--- config.mk ---
export PLATFORM = sky130hd
export DESIGN_NAME = pipe_ctrl_n
export DESIGN_NICKNAME = d
export VERILOG_FILES = /design/src/rtl/pipe_ctrl_n.sv
export SDC_FILE = /design/constraint.sdc
export NUM_CORES = 1
export LEC_CHECK = 0
export ABC_AREA = 1
export ABC_CLOCK_PERIOD_IN_PS = 2400
export CORE_ASPECT_RATIO = 1.75
export CORE_MARGIN = 4
export CORE_UTILIZATION = 55
export CTS_CLUSTER_DIAMETER = 40
export DETAILED_ROUTE_END_ITERATION = 8
export DONT_BUFFER_PORTS = 1
export PLACE_DENSITY = 0.77
export SLEW_MARGIN = 20
export SYNTH_ARGS = -nofsm -noshare
export SYNTH_HDL_FRONTEND = slang
export SYNTH_SLANG_ARGS = --single-unit
export TNS_END_PERCENT = 5
--- constraint.sdc ---
create_clock -name clk -period 2.4 [get_ports clk]
set_clock_uncertainty 0.15 [all_clocks]
set_input_delay 0.36 -clock clk [delete_from_list [all_inputs] [get_ports clk]]
set_output_delay 0.36 -clock clk [all_outputs]
set_load 0.05 [all_outputs]
--- src/rtl/pipe_ctrl_n.sv ---
// N-stage pipeline valid/handshake controller with cancel-flush, global freeze and saturating perf counters.
// Entries move one stage per edge; allow_in back-pressure ripples combinationally from writeback toward fetch.
module pipe_ctrl_n #(
    parameter int STAGES       = 5,
    parameter int FLUSH_STAGES = 4,
    parameter int CNT_W        = 32
) (
    input  logic              clk,
    input  logic              resetn,
    input  logic              fetch_en,
    input  logic              freeze,
    input  logic [STAGES-1:0] stage_over,
    input  logic              cancel,
    input  logic              cnt_clr,
    output logic [STAGES-1:0] stage_valid,
    output logic [STAGES-1:0] allow_in,
    output logic [STAGES-2:0] advance,
    output logic              next_fetch,
    output logic              retire,
    output logic [31:0]       valid_vec,
    output logic [CNT_W-1:0]  retire_cnt,
    output logic [CNT_W-1:0]  bubble_cnt,
    output logic [CNT_W-1:0]  flush_cnt
);

    localparam logic [CNT_W-1:0] CNT_MAX = '1;
    localparam logic [CNT_W-1:0] CNT_ONE = 1;

    logic [STAGES-1:0] valid_q, valid_d;
    logic [STAGES-1:0] allow_w;
    logic [STAGES-1:0] leave_w;   // entry leaves stage i this edge; top bit is retire
    logic [STAGES-1:0] enter_w;   // entry arrives in stage i this edge
    logic              fetch_w;
    logic [CNT_W-1:0]  ret_cnt_q, ret_cnt_d;
    logic [CNT_W-1:0]  bub_cnt_q, bub_cnt_d;
    logic [CNT_W-1:0]  fl_cnt_q, fl_cnt_d;

    always_comb begin : allow_chain
        logic chain;
        chain   = 1'b1;
        allow_w = '0;
        for (int i = STAGES - 1; i >= 0; i--) begin
            chain      = !valid_q[i] | (stage_over[i] & chain);
            allow_w[i] = chain;
        end
    end

    always_comb begin
        leave_w = '0;
        for (int i = 0; i < STAGES - 1; i++) begin
            leave_w[i] = valid_q[i] & stage_over[i] & allow_w[i+1] & !freeze
                         & !(cancel && (i < FLUSH_STAGES));
        end
        leave_w[STAGES-1] = valid_q[STAGES-1] & stage_over[STAGES-1] & !freeze;
    end

    assign fetch_w = fetch_en & allow_w[0] & !freeze & !cancel;
    assign enter_w = {leave_w[STAGES-2:0], fetch_w};

    // Cancel beats freeze for the flushed prefix; a stage that both gains and loses keeps the new entry.
    always_comb begin
        valid_d = valid_q;
        for (int i = 0; i < STAGES; i++) begin
            if (cancel && (i < FLUSH_STAGES)) begin
                valid_d[i] = 1'b0;
            end else if (freeze) begin
                valid_d[i] = valid_q[i];
            end else if (enter_w[i]) begin
                valid_d[i] = 1'b1;
            end else if (leave_w[i]) begin
                valid_d[i] = 1'b0;
            end
        end
    end

    always_comb begin
        ret_cnt_d = ret_cnt_q;
        bub_cnt_d = bub_cnt_q;
        fl_cnt_d  = fl_cnt_q;
        if (cnt_clr) begin
            ret_cnt_d = '0;
            bub_cnt_d = '0;
            fl_cnt_d  = '0;
        end else begin
            if (leave_w[STAGES-1] && (ret_cnt_q != CNT_MAX)) ret_cnt_d = ret_cnt_q + CNT_ONE;
            if (!freeze && !leave_w[STAGES-1] && (bub_cnt_q != CNT_MAX)) bub_cnt_d = bub_cnt_q + CNT_ONE;
            if (cancel && (fl_cnt_q != CNT_MAX)) fl_cnt_d = fl_cnt_q + CNT_ONE;
        end
    end

    always_ff @(posedge clk or negedge resetn) begin
        if (!resetn) begin
            valid_q   <= '0;
            ret_cnt_q <= '0;
            bub_cnt_q <= '0;
            fl_cnt_q  <= '0;
        end else begin
            valid_q   <= valid_d;
            ret_cnt_q <= ret_cnt_d;
            bub_cnt_q <= bub_cnt_d;
            fl_cnt_q  <= fl_cnt_d;
        end
    end

    assign stage_valid = valid_q;
    assign allow_in    = allow_w;
    assign advance     = leave_w[STAGES-2:0];
    assign retire      = leave_w[STAGES-1];
    assign next_fetch  = fetch_w;
    assign valid_vec   = {{(32-STAGES){1'b0}}, valid_q};
    assign retire_cnt  = ret_cnt_q;
    assign bubble_cnt  = bub_cnt_q;
    assign flush_cnt   = fl_cnt_q;

endmodule

==> parameters.txt <==
Parameter                              Value

Yosys
  Predominant post-synthesis flop cell ... dfrtp_1
  Post-Synthesis Mean Instance Area ... 6.362 sq um
  Most numerous cell types in the synthesized netlist ... nand2_1 (445), nor2_1 (186), nand3_1 (114)
  Synth async-reset ratio ... 100.0%
  Yosys warns ... 0
  Area fraction of the dominant cell type after synthesis ... a little over a third
  Post-Synthesis Cells ... roughly 1100
  Most frequent cell after synthesis ... nand2_1
  Distinct cells, synth ... 32
  Synth area leader ... dfrtp_1
  Post-synthesis sequential area ratio ... between 30% and 40%
  Number of register bits inferred by synthesis ... 101
  Biggest area contributors in the synthesized netlist ... dfrtp_1 (35%), nand2_1 (23%), nor2_1 (9.8%)
  Post-synthesis instance area ... slightly above 0.007 sq mm
  Count of flip-flops with a built-in enable after synthesis ... 0

Global route
  Global-route wire length before repair ... approximately 35000 um
  Global route total overflow ... 0
  Number of antenna violations at the first check in global routing ... 0
  Via count of the first global-routing pass ... 7206
  GRT Resource Usage Total ... between 20 and 30%
  Largest net degree at the start of global routing ... ~100

Floorplan
  Vert. Die Dim ... approximately 160 um
  Effective utilization at floorplan ... between 50% and 60%
  Die X-Extent ... 94.19 um
  Full die area ... 0.01496 sq mm
  Number of rows in the core area ... 54
  Floorplan core area ... 0.01263 sq mm
  Number of ports placed on the die boundary ... around 160

Run
  Number of violations of the max-capacitance limit ... 0

Worst setup path
  Crit-path most repeated cell ... nand2_8
  Ordered list of cells on the worst path ... nand2_8 > nand2_8 > nand2_8 > nand2_8 > nand2_8 > nand2_4 > nand2_8 > nand2_4 > nand2_4 > nand2_4 > clkinvlp_4
  Category of the most critical setup path ... reg -> out
  Data required time at the worst endpoint ... between 1.5 and 2 ns
  Startpoint type of the worst setup path ... register
  Maximum single-stage delay on the critical path ... between 0.4 and 0.5 ns
  Slowest cell on the critical path ... dfrtp_2
  Endpoint type of the worst setup path ... primary output
  Arrival @ worst endpoint ... 1.93 ns
  Maximum net fanout on the critical path ... 4

Finish
  Area growth syn-to-layout ... 16.85%
  Final cell area excluding filler cells ... approximately 0.0084 sq mm
  Post-Route Utilization ... about two thirds
  Final Net Count ... approximately 1200
  Layout cell share with drive strength beyond 1 ... approximately 15%
  Inserted Diodes ... 0

Clock tree
  Clk slew on worst S/H paths ... 0.07 ns
  Total CTS buffers ... 9
  Deepest clock path buffer count ... 2
  # H-tree levels ... 3
  Clock Tree Root ... clkbuf_16
  Worst-skew pair later-pin latency ... ~0.35 ns
  Count of clock tree sinks ... about 100
  Hold Buf Count CTS ... 1
  CTS tree ... done

Timing
  Final critical-path share of the clock period ... 101.8%
  Final-report max-slew violation count ... 0
  Final worst slack ... -0.04438 ns
  Clock period minus final worst setup slack ... 2.444 ns
  Upper clock frequency limit ... a little over 400 MHz
  Setup repair after global routing missed its margin ... yes
  Final-report setup violation count ... 1
  Smallest hold slack ... -0.4451 ns
  Setup Total Neg Slack ... -0.04438 ns
  Endpoints failing hold ... around 100

Placed design
  Placement Setup Slack ... approximately 0.18 ns
  Area post-placement ... between 0.008 and 0.009 sq mm
  Routability Congestion ... just under 1
  Number of buffers inserted by port buffering ... 0
  Total half-perimeter wirelength after legalization and detailed placement ... about 16000 um

Route
  Per-cell routed wire length ... between 15 and 20 um
  Total DRC errors in the routed layout ... 0
  Initial drt markers ... between 300 and 400
  Post-DR vias/cell ... between 5 and 6
  DRT Pass-1 Iters ... 5
  Routed Wire Length ... 21220 um
  Number of vias after detailed routing ... around 7300
  Remaining number of nets flagged by the antenna check after routing ... 0

Pwr
  Clock power share ... a little under 40%
  Sequential power share ... approximately half
  Pleak ... about 0.0038 uW
  Power per Cell Area ... approximately 420 mW/mm^2
  Internal power component ... ~2500 uW
  Part of the total power dissipated in combinational logic ... between 10 and 15%
  Net switching component of the power ... between 900 and 1000 uW
  Switching share of total power ... 27.97%
  Peak supply drop ... roughly 350 uV

Min path
  Min-delay worst type ... in -> async

Outcome
  Result of the run ... finished, violations left
  Failing checks ... hold timing, setup timing
-- cells in the final DEF (no fill, tap or decap), types with 2 or more instances in the layout --
cell type	synthesis	final
nand2_1	445	435
nor2_1	186	186
buf_4	40	120
nand3_1	114	114
dfrtp_1	101	100
inv_1	82	80
o21ai_1	28	28
conb_1	1	27
xnor2_1	25	25
o21ai_0	21	21
xor2_1	17	17
clkbuf_16	0	9
nand2_2	6	6
nand2_8	0	6
inv_2	3	5
nor2_4	5	5
nand4_1	5	5
o21ai_2	5	5
nand2_4	0	4
or2_2	3	3
clkinv_2	2	3
ha_1	3	3
nor2_2	2	2
a21oi_1	2	2
clkinvlp_4	0	2
clkbuf_8	0	2
-- path summary, 6_finish.rpt --
| kind | start | end | slack (ns) | cells past startpoint |
|---|---|---|---|---|
| setup / recovery | stage_valid[4] | next_fetch | -0.04 | 11 |
| min in group clk | cnt_clr | flush_cnt[13] | 0.01 | 3 |
| hold / removal | resetn | retire_cnt[26] | -0.45 | 0 |
| setup reg to reg | bubble_cnt[1] | bubble_cnt[23] | 0.26 | 12 |
| max in group asynchronous | resetn | bubble_cnt[1] | 2.37 | 0 |
| hold reg to reg | bubble_cnt[7] | bubble_cnt[7] | 0.42 | 2 |
-- critical path, delay by kind of cell, from the launching register on --
family | cells | cell delay, ns
AND/OR/NAND/NOR | 10 | 0.93
flip-flops | 1 | 0.42
buffers and inverters | 1 | 0.24
-- sequential cells by signal (all words and copies together), names as in the netlist --
signal       flops
retire_cnt      32
stage_valid      5
flush_cnt       32
bubble_cnt      32
-- final cells by class --
cell class,instances,area (sq um)
clock buffers,11,252.7
repair buffers,122,930.9
clock inverters,3,21.27
fillers,1159,4279
well taps,168,210.2
flip-flops and latches,101,2529
multi-input cells,898,4066
inverters,89,345.3
-- metrics by stage --
step	total power, uW	std cells
after floorplan	2146	1150
after global placement	2152	1376
after global routing	3640	1392
after CTS	3537	1391
final	3525	1392
after detailed placement	2156	1376
-- metal layers --
layer / global-route usage [%] / share of wire [%]
met1: 30.21 / 35
met2: 53.33 / 53
met3: 5.019 / 6.0
met4: 16.57 / 5.7
met5: 0 / 0
-- cell families after synthesis --
family | share of synthesized area, %
compound gates | 4.392
xor+xnor | 5.144
fa+ha+maj | 0.5250
buf+inv | 11.09
flops | 35.35
other cells | 0.05244
simple gates | 43.45
-- power groups by stage --
stage	combinational [uW]	clock [uW]	sequential, uW
floorplan	327	0	1820
CTS	395	1410	1730
detailed placement	393	0	1760
global placement	390	0	1760
global route	429	1480	1730
finish	405	1390	1730
-- repair_timing --
action / CTS / global route
endpoints found under the hold margin: 103 / 101
pin swaps: 0 / 5
gates resized for setup: 2 / 7
buffers inserted: 0 / 1
setup endpoints to repair: 2 / 2
(Power assumes the default switching activity.)
